===== src/rtl/i2c_arbiter.sv =====
// rtl/i2c_arbiter.sv - round-robin arbiter sharing one I2C master among N_REQ requesters
module i2c_arbiter #(
    parameter int          N_REQ   = 4,
    parameter logic [19:0] TIMEOUT = 20'd1000000
) (
    input  logic                  i_clock,
    input  logic                  i_reset_n,
    input  logic [N_REQ-1:0]      i_req,
    input  logic [7*N_REQ-1:0]    i_req_slave_address,
    input  logic [16*N_REQ-1:0]   i_req_register_address,
    input  logic [N_REQ-1:0]      i_req_is_read,
    input  logic [10*N_REQ-1:0]   i_req_nb_of_bytes,
    input  logic [8*N_REQ-1:0]    i_req_data_in,
    output logic [N_REQ-1:0]      o_grant,
    output logic [N_REQ-1:0]      o_done,
    output logic [15:0]           o_rd_data,
    output logic                  o_err,
    output logic                  o_busy,
    output logic                  o_m_start,
    output logic [6:0]            o_m_slave_address,
    output logic [15:0]           o_m_register_address,
    output logic                  o_m_is_read,
    output logic [9:0]            o_m_nb_of_bytes,
    output logic [7:0]            o_m_data_in,
    input  logic                  i_m_ready,
    input  logic [15:0]           i_m_data_out,
    input  logic                  i_m_error_out
);

    localparam int IW = (N_REQ > 1) ? $clog2(N_REQ) : 1;

    typedef enum logic [2:0] {
        S_IDLE,
        S_LAUNCH,
        S_WAIT_ACCEPT,
        S_WAIT_DONE,
        S_COMPLETE
    } state_t;

    state_t            r_state;
    state_t            w_next;
    logic [IW-1:0]     r_last_grant;
    logic [IW-1:0]     r_owner;
    logic [N_REQ-1:0]  r_grant;
    logic [19:0]       r_timer;
    logic              r_timed_out;
    logic [15:0]       r_rd_data;
    logic [6:0]        r_m_slave_address;
    logic [15:0]       r_m_register_address;
    logic              r_m_is_read;
    logic [9:0]        r_m_nb_of_bytes;
    logic [7:0]        r_m_data_in;

    logic              w_hi_any;
    logic              w_lo_any;
    logic              w_any;
    logic [IW-1:0]     w_hi_idx;
    logic [IW-1:0]     w_lo_idx;
    logic [IW-1:0]     w_pick;
    logic [6:0]        w_sel_slave;
    logic [15:0]       w_sel_reg;
    logic              w_sel_rd;
    logic [9:0]        w_sel_nb;
    logic [7:0]        w_sel_din;
    logic              w_waiting;
    logic              w_timeout;

    // Round-robin pick: lowest requester above last_grant wins, else wrap to the lowest one at or below it
    always_comb begin
        w_hi_any = 1'b0;
        w_lo_any = 1'b0;
        w_hi_idx = '0;
        w_lo_idx = '0;
        for (int j = N_REQ - 1; j >= 0; j--) begin
            if (i_req[j]) begin
                if (j > int'(r_last_grant)) begin
                    w_hi_any = 1'b1;
                    w_hi_idx = IW'(j);
                end else begin
                    w_lo_any = 1'b1;
                    w_lo_idx = IW'(j);
                end
            end
        end
    end

    assign w_any  = w_hi_any | w_lo_any;
    assign w_pick = w_hi_any ? w_hi_idx : w_lo_idx;

    // Mux the chosen requester's transaction fields out of the packed input buses
    always_comb begin
        w_sel_slave = '0;
        w_sel_reg   = '0;
        w_sel_rd    = 1'b0;
        w_sel_nb    = '0;
        w_sel_din   = '0;
        for (int j = 0; j < N_REQ; j++) begin
            if (w_pick == IW'(j)) begin
                w_sel_slave = i_req_slave_address[j*7 +: 7];
                w_sel_reg   = i_req_register_address[j*16 +: 16];
                w_sel_rd    = i_req_is_read[j];
                w_sel_nb    = i_req_nb_of_bytes[j*10 +: 10];
                w_sel_din   = i_req_data_in[j*8 +: 8];
            end
        end
    end

    assign w_waiting = (r_state == S_WAIT_ACCEPT) || (r_state == S_WAIT_DONE);
    // The abort fires on the edge where the counter reaches TIMEOUT
    assign w_timeout = w_waiting && (r_timer == (TIMEOUT - 20'd1));

    // State register
    always_ff @(posedge i_clock or negedge i_reset_n) begin
        if (!i_reset_n) begin
            r_state <= S_IDLE;
        end else begin
            r_state <= w_next;
        end
    end

    // Next-state logic; a timeout preempts any master handshake
    always_comb begin
        w_next = r_state;
        case (r_state)
            S_IDLE:        if (w_any) w_next = S_LAUNCH;
            S_LAUNCH:      w_next = S_WAIT_ACCEPT;
            S_WAIT_ACCEPT: begin
                if (w_timeout)       w_next = S_COMPLETE;
                else if (!i_m_ready) w_next = S_WAIT_DONE;
            end
            S_WAIT_DONE: begin
                if (w_timeout)       w_next = S_COMPLETE;
                else if (i_m_ready)  w_next = S_COMPLETE;
            end
            S_COMPLETE:    w_next = S_IDLE;
            default:       w_next = S_IDLE;
        endcase
    end

    // Datapath: latch request on grant, run the timeout counter, capture read data, record owner
    always_ff @(posedge i_clock or negedge i_reset_n) begin
        if (!i_reset_n) begin
            r_last_grant         <= IW'(N_REQ - 1);
            r_owner              <= '0;
            r_grant              <= '0;
            r_timer              <= '0;
            r_timed_out          <= 1'b0;
            r_rd_data            <= '0;
            r_m_slave_address    <= '0;
            r_m_register_address <= '0;
            r_m_is_read          <= 1'b0;
            r_m_nb_of_bytes      <= '0;
            r_m_data_in          <= '0;
        end else begin
            case (r_state)
                S_IDLE: begin
                    if (w_any) begin
                        r_owner              <= w_pick;
                        r_grant              <= {{(N_REQ-1){1'b0}}, 1'b1} << w_pick;
                        r_timer              <= '0;
                        r_timed_out          <= 1'b0;
                        r_m_slave_address    <= w_sel_slave;
                        r_m_register_address <= w_sel_reg;
                        r_m_is_read          <= w_sel_rd;
                        r_m_nb_of_bytes      <= w_sel_nb;
                        r_m_data_in          <= w_sel_din;
                    end
                end
                S_WAIT_ACCEPT, S_WAIT_DONE: begin
                    r_timer <= r_timer + 20'd1;
                    if (w_timeout) begin
                        r_timed_out <= 1'b1;
                        r_rd_data   <= '0;
                    end else if ((r_state == S_WAIT_DONE) && i_m_ready) begin
                        r_rd_data <= i_m_data_out;
                    end
                end
                S_COMPLETE: begin
                    r_grant      <= '0;
                    r_last_grant <= r_owner;
                end
                default: ;
            endcase
        end
    end

    assign o_grant              = r_grant;
    assign o_done               = (r_state == S_COMPLETE) ? r_grant : '0;
    assign o_err                = (r_state == S_COMPLETE) && (r_timed_out || i_m_error_out);
    assign o_busy               = (r_state != S_IDLE);
    assign o_m_start            = (r_state == S_LAUNCH) || (r_state == S_WAIT_ACCEPT);
    assign o_rd_data            = r_rd_data;
    assign o_m_slave_address    = r_m_slave_address;
    assign o_m_register_address = r_m_register_address;
    assign o_m_is_read          = r_m_is_read;
    assign o_m_nb_of_bytes      = r_m_nb_of_bytes;
    assign o_m_data_in          = r_m_data_in;

endmodule


===== config.mk =====
export PLATFORM = sky130hd
export DESIGN_NAME = i2c_arbiter
export DESIGN_NICKNAME = d
export VERILOG_FILES = /design/src/rtl/i2c_arbiter.sv
export SDC_FILE = /design/constraint.sdc
export NUM_CORES = 1
export LEC_CHECK = 0
export ABC_CLOCK_PERIOD_IN_PS = 4850
export BUFFER_PORTS_ARGS = -buffer_cell sky130_fd_sc_hd__buf_2
export CAP_MARGIN = 0
export CORE_UTILIZATION = 25
export DETAILED_ROUTE_END_ITERATION = 7
export HOLD_SLACK_MARGIN = 0.08
export PLACE_DENSITY = 0.57
export SYNTH_ARGS = -nofsm -noshare
export SYNTH_HDL_FRONTEND = slang
export SYNTH_SLANG_ARGS = --single-unit

===== constraint.sdc =====
create_clock -name i_clock -period 4.85 [get_ports i_clock]
set_clock_uncertainty 0.2 [all_clocks]
set_input_delay 0.97 -clock i_clock [delete_from_list [all_inputs] [get_ports i_clock]]
set_output_delay 0.97 -clock i_clock [all_outputs]
set_load 0.01 [all_outputs]

; After elaboration in Yosys (flattened, before gate mapping)
; Index checks and enable logic that the tools add are counted.
[totals]
ff_bits = 90
out_inout_bits = 69
wordCells = 112
input_bits = 192
[classes]
n_mux = 63
bitwise_logic = 1
order_cmp = 3
n_shift = 1
n_reduce_logical = 19
eq_ne = 12
add_sub_neg = 1
[ops]
columns = cell, count
row1 = 2-to-1 mux 16 bit, 6
row2 = 2-to-1 mux 10 bit, 4
row3 = one-hot mux 20 bit (2 select lines), 1
row4 = 2-to-1 mux 8 bit, 4
row5 = 2-to-1 mux 2 bit, 14
row6 = 2-to-1 mux 7 bit, 4
row7 = adder 20 x 1 -> 20 bit (second input constant), 1
row8 = == test 20 bit (second input constant), 1
row9 = 2-to-1 mux 20 bit, 1
row10 = 2-to-1 mux 1 bit, 19
row11 = 2-to-1 mux 3 bit, 5
row12 = one-hot mux 3 bit (4 select lines), 1
row13 = 2-to-1 mux 4 bit, 2
row14 = one-hot mux 4 bit (2 select lines), 1
row15 = AND reduction 2 bit, 4
row16 = == test 3 x 2 -> 1 bit (second input constant), 2
row17 = != test 3 bit (second input constant), 2
row18 = AND reduction 3 bit, 2
row19 = nonzero test 2 bit, 3
row20 = == test 2 bit (second input constant), 2
row21 = > comparator 2 bit (first input constant), 2
row22 = != test 2 bit (second input constant), 2
row23 = left shift 1 x 2 -> 4 bit (first input constant), 1
row24 = == test 3 x 1 -> 1 bit (second input constant), 1
row25 = other kinds (11), 15

; Longest topological paths before layout
; Gate-level depths: netlist of the first run.
[depth]
depth_word = 14
ltp_mapped = 8

; Least setup slack after synthesis of the first run
; No wires, ideal clock.
[synth_timing]
kind = input-to-reg
startpoint = input i_req[1]
endpoint = register r_m_slave_address[0] (netlist: o_m_slave_address[0])
t_arrival_ns = 2.131
path_buffers = 2
path_slack_ns = 2.380
cell_stages = 7
cell_sequence = nor2b_2 o21bai_2 and3_1 buf_6 buf_6 mux2i_1 o221ai_1
[synth_via]
elab_chain_len = 8
elab_cells_between_ends = 17
classes_between = 3 x eq/ne / 11 x mux / 1 x bitwise / 2 x reduce/logical
[synth_rtl]
columns = item, line
row1 = from (decl), 8  ; input logic [N_REQ-1:0] i_req,
row2 = 2-to-1 mux 2 bit (2 in series), 75  ; if (i_req[j]) begin
row3 = 2-to-1 mux 2 bit, 88  ; assign w_pick = w_hi_any ? w_hi_idx : w_lo_idx;
row4 = zero test 2 bit, 98  ; if (w_pick == IW'(j)) begin
row5 = 2-to-1 mux 7 bit (4 in series), 98
row6 = to (signal assigned), 162  ; r_m_slave_address <= w_sel_slave;
row7 = to (decl), 48  ; logic [6:0] r_m_slave_address;
; Parallel ways exist; a longest one is shown, timed or not.
; A chain may end at the register's enable or synchronous reset.

; Worst setup path in the final report of the first run
[layout_timing]
startpoint = input i_req[1]
endpoint = register r_m_slave_address[5] (netlist: o_m_slave_address[5])
; The elaborated chain is that of the path after synthesis.

==> results of run 1 <==
cell usage in the layout, fill, tap and decap left out, drive strengths merged, types with 2 or more instances in the layout:
master  instances
and3            9
clkbuf         12
nand2b          5
a31oi          33
dfrtp          88
or4             4
clkinv          3
nor2b           5
nand3          11
xnor2           4
a22o           16
inv            36
mux2            2
nand4           5
buf           271
o211ai          3
o21ai          42
o221ai         43
o31ai           2
a21oi           4
nand2          61
a211oi         34
mux2i          18
and4            3
xor2           10
dfstp           2
nor4            3
o21bai          2
nor2           22
logic make-up (layout without fill, tap and decap cells):
logic type | Yosys count | count (layout)
flip-flops | 90 | 90
multiplexers | 20 | 20
adder cells (fa/ha/maj) | 1 | 1
XOR/XNOR | 14 | 14
buffers and inverters | 78 | 322
AND/OR/NAND/NOR | 136 | 136
AO/OA/AOI/OAI | 184 | 184
cell type report:
class	instances	share of cell area, %
Clock buffer	12	3.78
Sequential cell	90	33.3
Timing Repair Buffer	271	20.6
Inverter	35	1.94
Clock inverter	4	0.351
Tap cell	265	4.89
Multi-Input combinational cell	355	35.1
worst min-delay path, cell delays in order, from the launching register on:
cell,delay (ps)
dfrtp_1,340
nand2_1,50
nand2_1,50
power breakdown:
group / switching, µW / leakage [µW] / total, µW / internal [µW]
Sequential: 201 / 0.00114 / 1250 / 1050
Combinational: 1030 / 0.00210 / 1730 / 696
Clock: 299 / 0.000143 / 674 / 375
Total: 1530 / 0.00339 / 3660 / 2120
per-layer routing:
metal / GRT usage [%] / wire, µm / up-vias / share of wire, %
met5: 0 / 0 / - / 0
met4: 5.10 / 214 / 0 / 1.3
met3: 2.30 / 682 / 16 / 4.1
met2: 27.1 / 8210 / 165 / 49
met1: 20.7 / 7640 / 2365 / 46
li1: - / - / 2448 / -
worst max path at each step:
stage	from	to	slack (ps)
floorplan	i_req[1]	o_m_slave_address[0]$_DFFE_PN0P_	2380
global placement	i_req[3]	o_m_nb_of_bytes[6]$_DFFE_PN0P_	1560
detailed placement	i_req[1]	o_m_slave_address[5]$_DFFE_PN0P_	1460
CTS	r_state[1]$_DFFE_PN0P_	o_err	1810
global route	i_req[1]	o_m_slave_address[4]$_DFFE_PN0P_	1650
finish	i_req[1]	o_m_slave_address[5]$_DFFE_PN0P_	1830
per-stage QoR:
stage          instances  hold WS [ps]
6_report            1032           281
5_1_grt             1032           296
4_1_cts             1032           280
3_5_place_dp        1016           264
3_3_place_gp        1016           263
2_1_floorplan        523           242
flip-flops by register name (all words and copies together) (netlist names):
signal / cells
r_owner: 2
r_timer: 20
o_m_nb_of_bytes: 10
r_last_grant: 2
o_m_slave_address: 7
r_state: 3
o_m_register_address: 16
o_m_data_in: 8
o_m_is_read: 1
o_rd_data: 16
r_timed_out: 1
o_grant: 4
==> results.yml, run 1 <==
cells_and_area:
  area_occupied_by_multi_input_gates_um2: 2380
  area.sequential_um2: 2250
  final_layout_size_suffix_gt1_share_pct: 39.9
  areaGrowthSynthToFinish_pct: 35.3
  post-route-cell-area_um2: 6780
  antenna_cells: 0
  final_core_util_pct: 34.7
  design.final.nets: 955
  final.fill_count: 2095
place:
  place_worst_setup_slack_ps: 1460
  globalplace.congestion: 0.767
  port-buffer-count: 260
  dp_hpwl_mm: 12.3
  detailed_place.area_um2: 6500
clock_network:
  ctsResizeCount: 0
  cts-root-to-sink-buffers: 2
  cts-htree-levels: 3
  cts_tree: "done"
  postCtsHoldBufs: 0
  cts-buffers-inserted: 9
  cts_root_buffer: "clkbuf_16"
  clkSinkCount: 90
  postCtsSetupBuffers: 0
  worstSkewPairLatency_ps: 340
  clkSlewWorstSetupHoldPaths_ps: 60
yosys:
  area_of_the_mapped_netlist_um2: 5010
  synth_async_sr_flop_share_pct: 100
  synth.net_count: 716
  synth_adder_area_share_pct: 0.250
  yosysWarningCount: 0
  synth.most_common_cell: "dfrtp_1"
  number_of_enable_flip_flop_cells_after_synthesis: 0
  synth_simple_gate_area_share_pct: 14.1
  syn-instance-count: 523
  xor_and_xnor_fraction_of_the_mapped_netlist_area_pct: 2.45
  ys_top_cells_by_count: "dfrtp_1 (88), nand2_1 (59), o221ai_1 (43)"
  synthMuxAreaShare_pct: 4.05
  yosys-top-cells-area: "dfrtp_1 (44%), o221ai_1 (7.5%), a211oi_1 (5.1%), nand2_1 (4.4%), a31oi_1 (4.1%)"
  main_combinational_cell_family_by_area_after_synthesis: "compound AO/OA/AOI/OAI gates"
  leading_area_contributor_after_synthesis: "dfrtp_1"
  synthFlopType: "dfrtp_1"
  post_synth_num_cell_types: 55
  synth_sequential_area_ratio_pct: 45.0
  synth_compound_area_share_pct: 26.6
  postSynthAreaPerCell_um2: 9.58
  postSynthRegisterBits: 90
  synth_largest_type_area_fraction_pct: 44.0
setup_path:
  required_ps: 4850
  crit_path_end_kind: "register"
  ff2ff_path_depth: 5
  crit_arrival_ps: 3020
  buffer_and_inverter_count_on_the_worst_path: 1
  cp_slowest_stage_delay_ps: 680
  crit_family: "simple AND/OR/NAND/NOR gates"
  logic_depth_of_the_worst_path_buffers_included: 6
  cell_with_the_biggest_individual_delay_on_the_critical_path: "o221a_2"
  reg2reg_setup_slack_ps: 1960
  worst_flop_to_flop_path_startpoint: "r_state[1]$_DFFE_PN0P_"
  crit_path_start_kind: "primary input"
  cp_cell_sequence: "buf_2 > nor2b_1 > nand2b_1 > o221a_2 > nand2b_1 > o221ai_1"
  cp_common_cell: "nand2b_1"
  critical_path_peak_fanout: 23
  timing.rr.end: "o_m_slave_address[5]$_DFFE_PN0P_"
  crit_type: "primary input to register"
timing:
  fin_crit_ps: 3020
  timing.slew.headroom_pct: 26.4
  layout_setup_ws_ps: 1830
  setup_viol: 0
  grt_setup_unrepaired: "false"
  setup_tns_ps: 0
  clock.fmax_mhz: 331
  slew_violations: 0
  worst_slew_pin_slew_ps: 1100
  final-hold-violation-count: 0
  post_route_fraction_of_the_period_consumed_by_the_critical_path_pct: 62.3
floorplanning:
  die_h_um: 144
  dieArea_um2: 20600
  ioPinCount: 261
  initial_util_pct: 25.7
  rows: 51
  dieWidth_um: 144
  core_region_area_um2: 19500
outcome:
  run_status: "finished clean"
min_path:
  hp-start: "r_owner[1]$_DFFE_PN0P_"
  hp-class: "register to register"
  hold_end: "r_owner[1]$_DFFE_PN0P_"
  holdPathStages: 2
global_routing:
  via_count_of_the_first_global_routing_pass: 4646
  grt_max_degree: 75
  global_route_wire_length_before_repair_mm: 25.2
  grt_total_ovfl: 0
  grt_antenna_before_repair: 0
  grt.total_usage_pct: 15.9
power:
  power_uw: 3660
  vdd_drop_max_v: 0.000211
  static-leakage-power_uw: 0.00339
  power_per_cell_area_nw_per_um2: 540
routing:
  via_count: 4994
  antenna_violating_nets_post_route: 0
  remaining_drc_errors: 0
  detail_route.vias_per_cell: 4.84
  drt-pass1-iter-count: 4
  routed_wirelength_mm: 16.7
  initial_drc_count: 146
  avgRoutedWirePerCell_um: 16.2
flow_run:
  timing.max_cap.violations: 0
(Power assumes the default switching activity.)
==> inputs of run 2 (changes only) <==
ABC_CLOCK_PERIOD_IN_PS = 3100   (was 4850)
clock period = 3.1 ns   (was 4.85 ns; I/O delays follow)
==> results.yml, run 2 (synthesis results as in run 1) <==
min_path:
  hp-class: "register to register"
  holdPathStages: 2
timing:
  clock.fmax_mhz: 373
  grt_setup_unrepaired: "false"
  setup_viol: 0
  timing.slew.headroom_pct: 27.2
  post_route_fraction_of_the_period_consumed_by_the_critical_path_pct: 86.6
  final-hold-violation-count: 0
  worst_slew_pin_slew_ps: 1090
  setup_tns_ps: 0
  fin_crit_ps: 2680
  slew_violations: 0
  fin_worst_hold_slack_ps: 282
power:
  combinational_share_of_power_pct: 48.0
  power_uw: 5940
  share_seq_of_total_power_pct: 32.6
  power_per_cell_area_nw_per_um2: 858
  p_sw_share_pct: 41.4
  internal-power_uw: 3480
  netSwitchingPower_uw: 2460
  power.clock.fraction_pct: 19.4
  vdd_drop_max_v: 0.000305
  static-leakage-power_uw: 0.00346
routing:
  via_count: 5082
  routed_wirelength_mm: 17.2
  avgRoutedWirePerCell_um: 16.5
  drt-pass1-iter-count: 5
  detail_route.vias_per_cell: 4.87
  remaining_drc_errors: 0
  initial_drc_count: 246
  antenna_violating_nets_post_route: 0
cells_and_area:
  top_register: "r_timer"
  max_reg_flops: 20
  mostFrequentLayoutCells: "buf_2 (259), dfrtp_1 (88), nand2_1 (59)"
  antenna_cells: 0
  final_layout_size_suffix_gt1_share_pct: 40.7
  areaGrowthSynthToFinish_pct: 38.1
  commonest_non_fill_non_tap_cell_in_the_layout: "buf_2"
  design.final.nets: 966
setup_path:
  cp-startpoint: "r_state[1]$_DFFE_PN0P_"
  cp_common_cell: "nor2_1"
  reg2reg_setup_slack_ps: 720
  ff2ff_path_depth: 5
  crit_type: "register to output pin"
  required_ps: 2280
  timing.rr.end: "o_m_data_in[0]$_DFFE_PN0P_"
  crit_arrival_ps: 1860
  critical_path_peak_fanout: 10
  crit_path_start_kind: "register"
  cp_cell_sequence: "nor2_1 > nand2_1 > nor2_1 > buf_2"
  cp_slowest_stage_delay_ps: 480
  cell_with_the_biggest_individual_delay_on_the_critical_path: "dfrtp_1"
  crit_path_end_kind: "output pin"
  critPathCapture: "o_err"
  worst_flop_to_flop_path_startpoint: "r_state[1]$_DFFE_PN0P_"
global_routing:
  grt_max_degree: 49
  grt.total_usage_pct: 16.6
  grt_total_ovfl: 0
  via_count_of_the_first_global_routing_pass: 4908
  global_route_wire_length_before_repair_mm: 26.0
  grt_antenna_before_repair: 0
clock_network:
  clkSlewWorstSetupHoldPaths_ps: 70
  postCtsHoldBufs: 1
  clkSinkCount: 90
  postCtsSetupBuffers: 0
  cts_root_buffer: "clkbuf_16"
  ctsResizeCount: 0
  cts-root-to-sink-buffers: 2
  worstSkewPairLatency_ps: 340
  cts-htree-levels: 3
  cts_tree: "done"
  cts-buffers-inserted: 9
flow_run:
  timing.max_cap.violations: 0
place:
  port-buffer-count: 260
  globalplace.congestion: 0.818
  dp_hpwl_mm: 12.8
floorplanning:
  die_h_um: 144
  dieWidth_um: 144
  core_region_area_um2: 19500
  initial_util_pct: 25.7
  rows: 51
  ioPinCount: 261
  dieArea_um2: 20600
outcome:
  run_status: "finished clean"
## run 2: power groups by stage
stage / registers (µW) / logic [µW] / clock network [µW]
finish: 1930 / 2850 / 1150
global route: 1990 / 3160 / 1250
CTS: 1940 / 2890 / 1200
detailed placement: 1950 / 2890 / 0
global placement: 1950 / 2850 / 0
floorplan: 2090 / 1660 / 0
## run 2: how the worst min path moves through the flow
stage          slack [ps]                                start                                   to
6_report              280               r_owner[0]$_DFFE_PN0P_               r_owner[0]$_DFFE_PN0P_
3_5_place_dp          270       o_m_nb_of_bytes[4]$_DFFE_PN0P_       o_m_nb_of_bytes[4]$_DFFE_PN0P_
4_1_cts               280                     i_m_data_out[10]            o_rd_data[10]$_DFFE_PN0P_
5_1_grt               280                      i_m_data_out[3]             o_rd_data[3]$_DFFE_PN0P_
2_1_floorplan         120                            i_reset_n               o_grant[0]$_DFFE_PN0P_
3_3_place_gp          260  o_m_register_address[8]$_DFFE_PN0P_  o_m_register_address[8]$_DFFE_PN0P_
## run 2: routing by layer
layer | part of all wire [%] | track usage [%] | wire length, µm
met2 | 49 | 28.0 | 8460
met5 | 0 | 0 | 0
met4 | 1.6 | 5.43 | 272
met1 | 45 | 21.1 | 7790
met3 | 4.2 | 3.20 | 728
## run 2: area by class of cell
class                           instances  area, µm²
Clock buffer                           11        253
Clock inverter                          5       60.1
Fill cell                            2092      12600
Inverter                               35        131
Multi-Input combinational cell        355       2380
Sequential cell                        90       2250
Tap cell                              265        332
Timing Repair Buffer                  282       1510
## run 2: metrics by stage
stage | worst slack (ps) | instance area, µm² | instances | util (%)
final | 417 | 6920 | 1043 | 35.4
after global routing | 239 | 6920 | 1043 | 35.4
after CTS | 366 | 6920 | 1043 | 35.4
after detailed placement | 658 | 6600 | 1026 | 33.8
after global placement | 686 | 6600 | 1026 | 33.8
after floorplan | 980 | 5010 | 523 | -
## run 2: worst max-delay path: cells and delay by family, from the launching register on
| family | cells | cell delay (ps) |
|---|---|---|
| buffers and inverters | 1 | 150 |
| AND/OR/NAND/NOR | 3 | 890 |
| flip-flops | 1 | 480 |
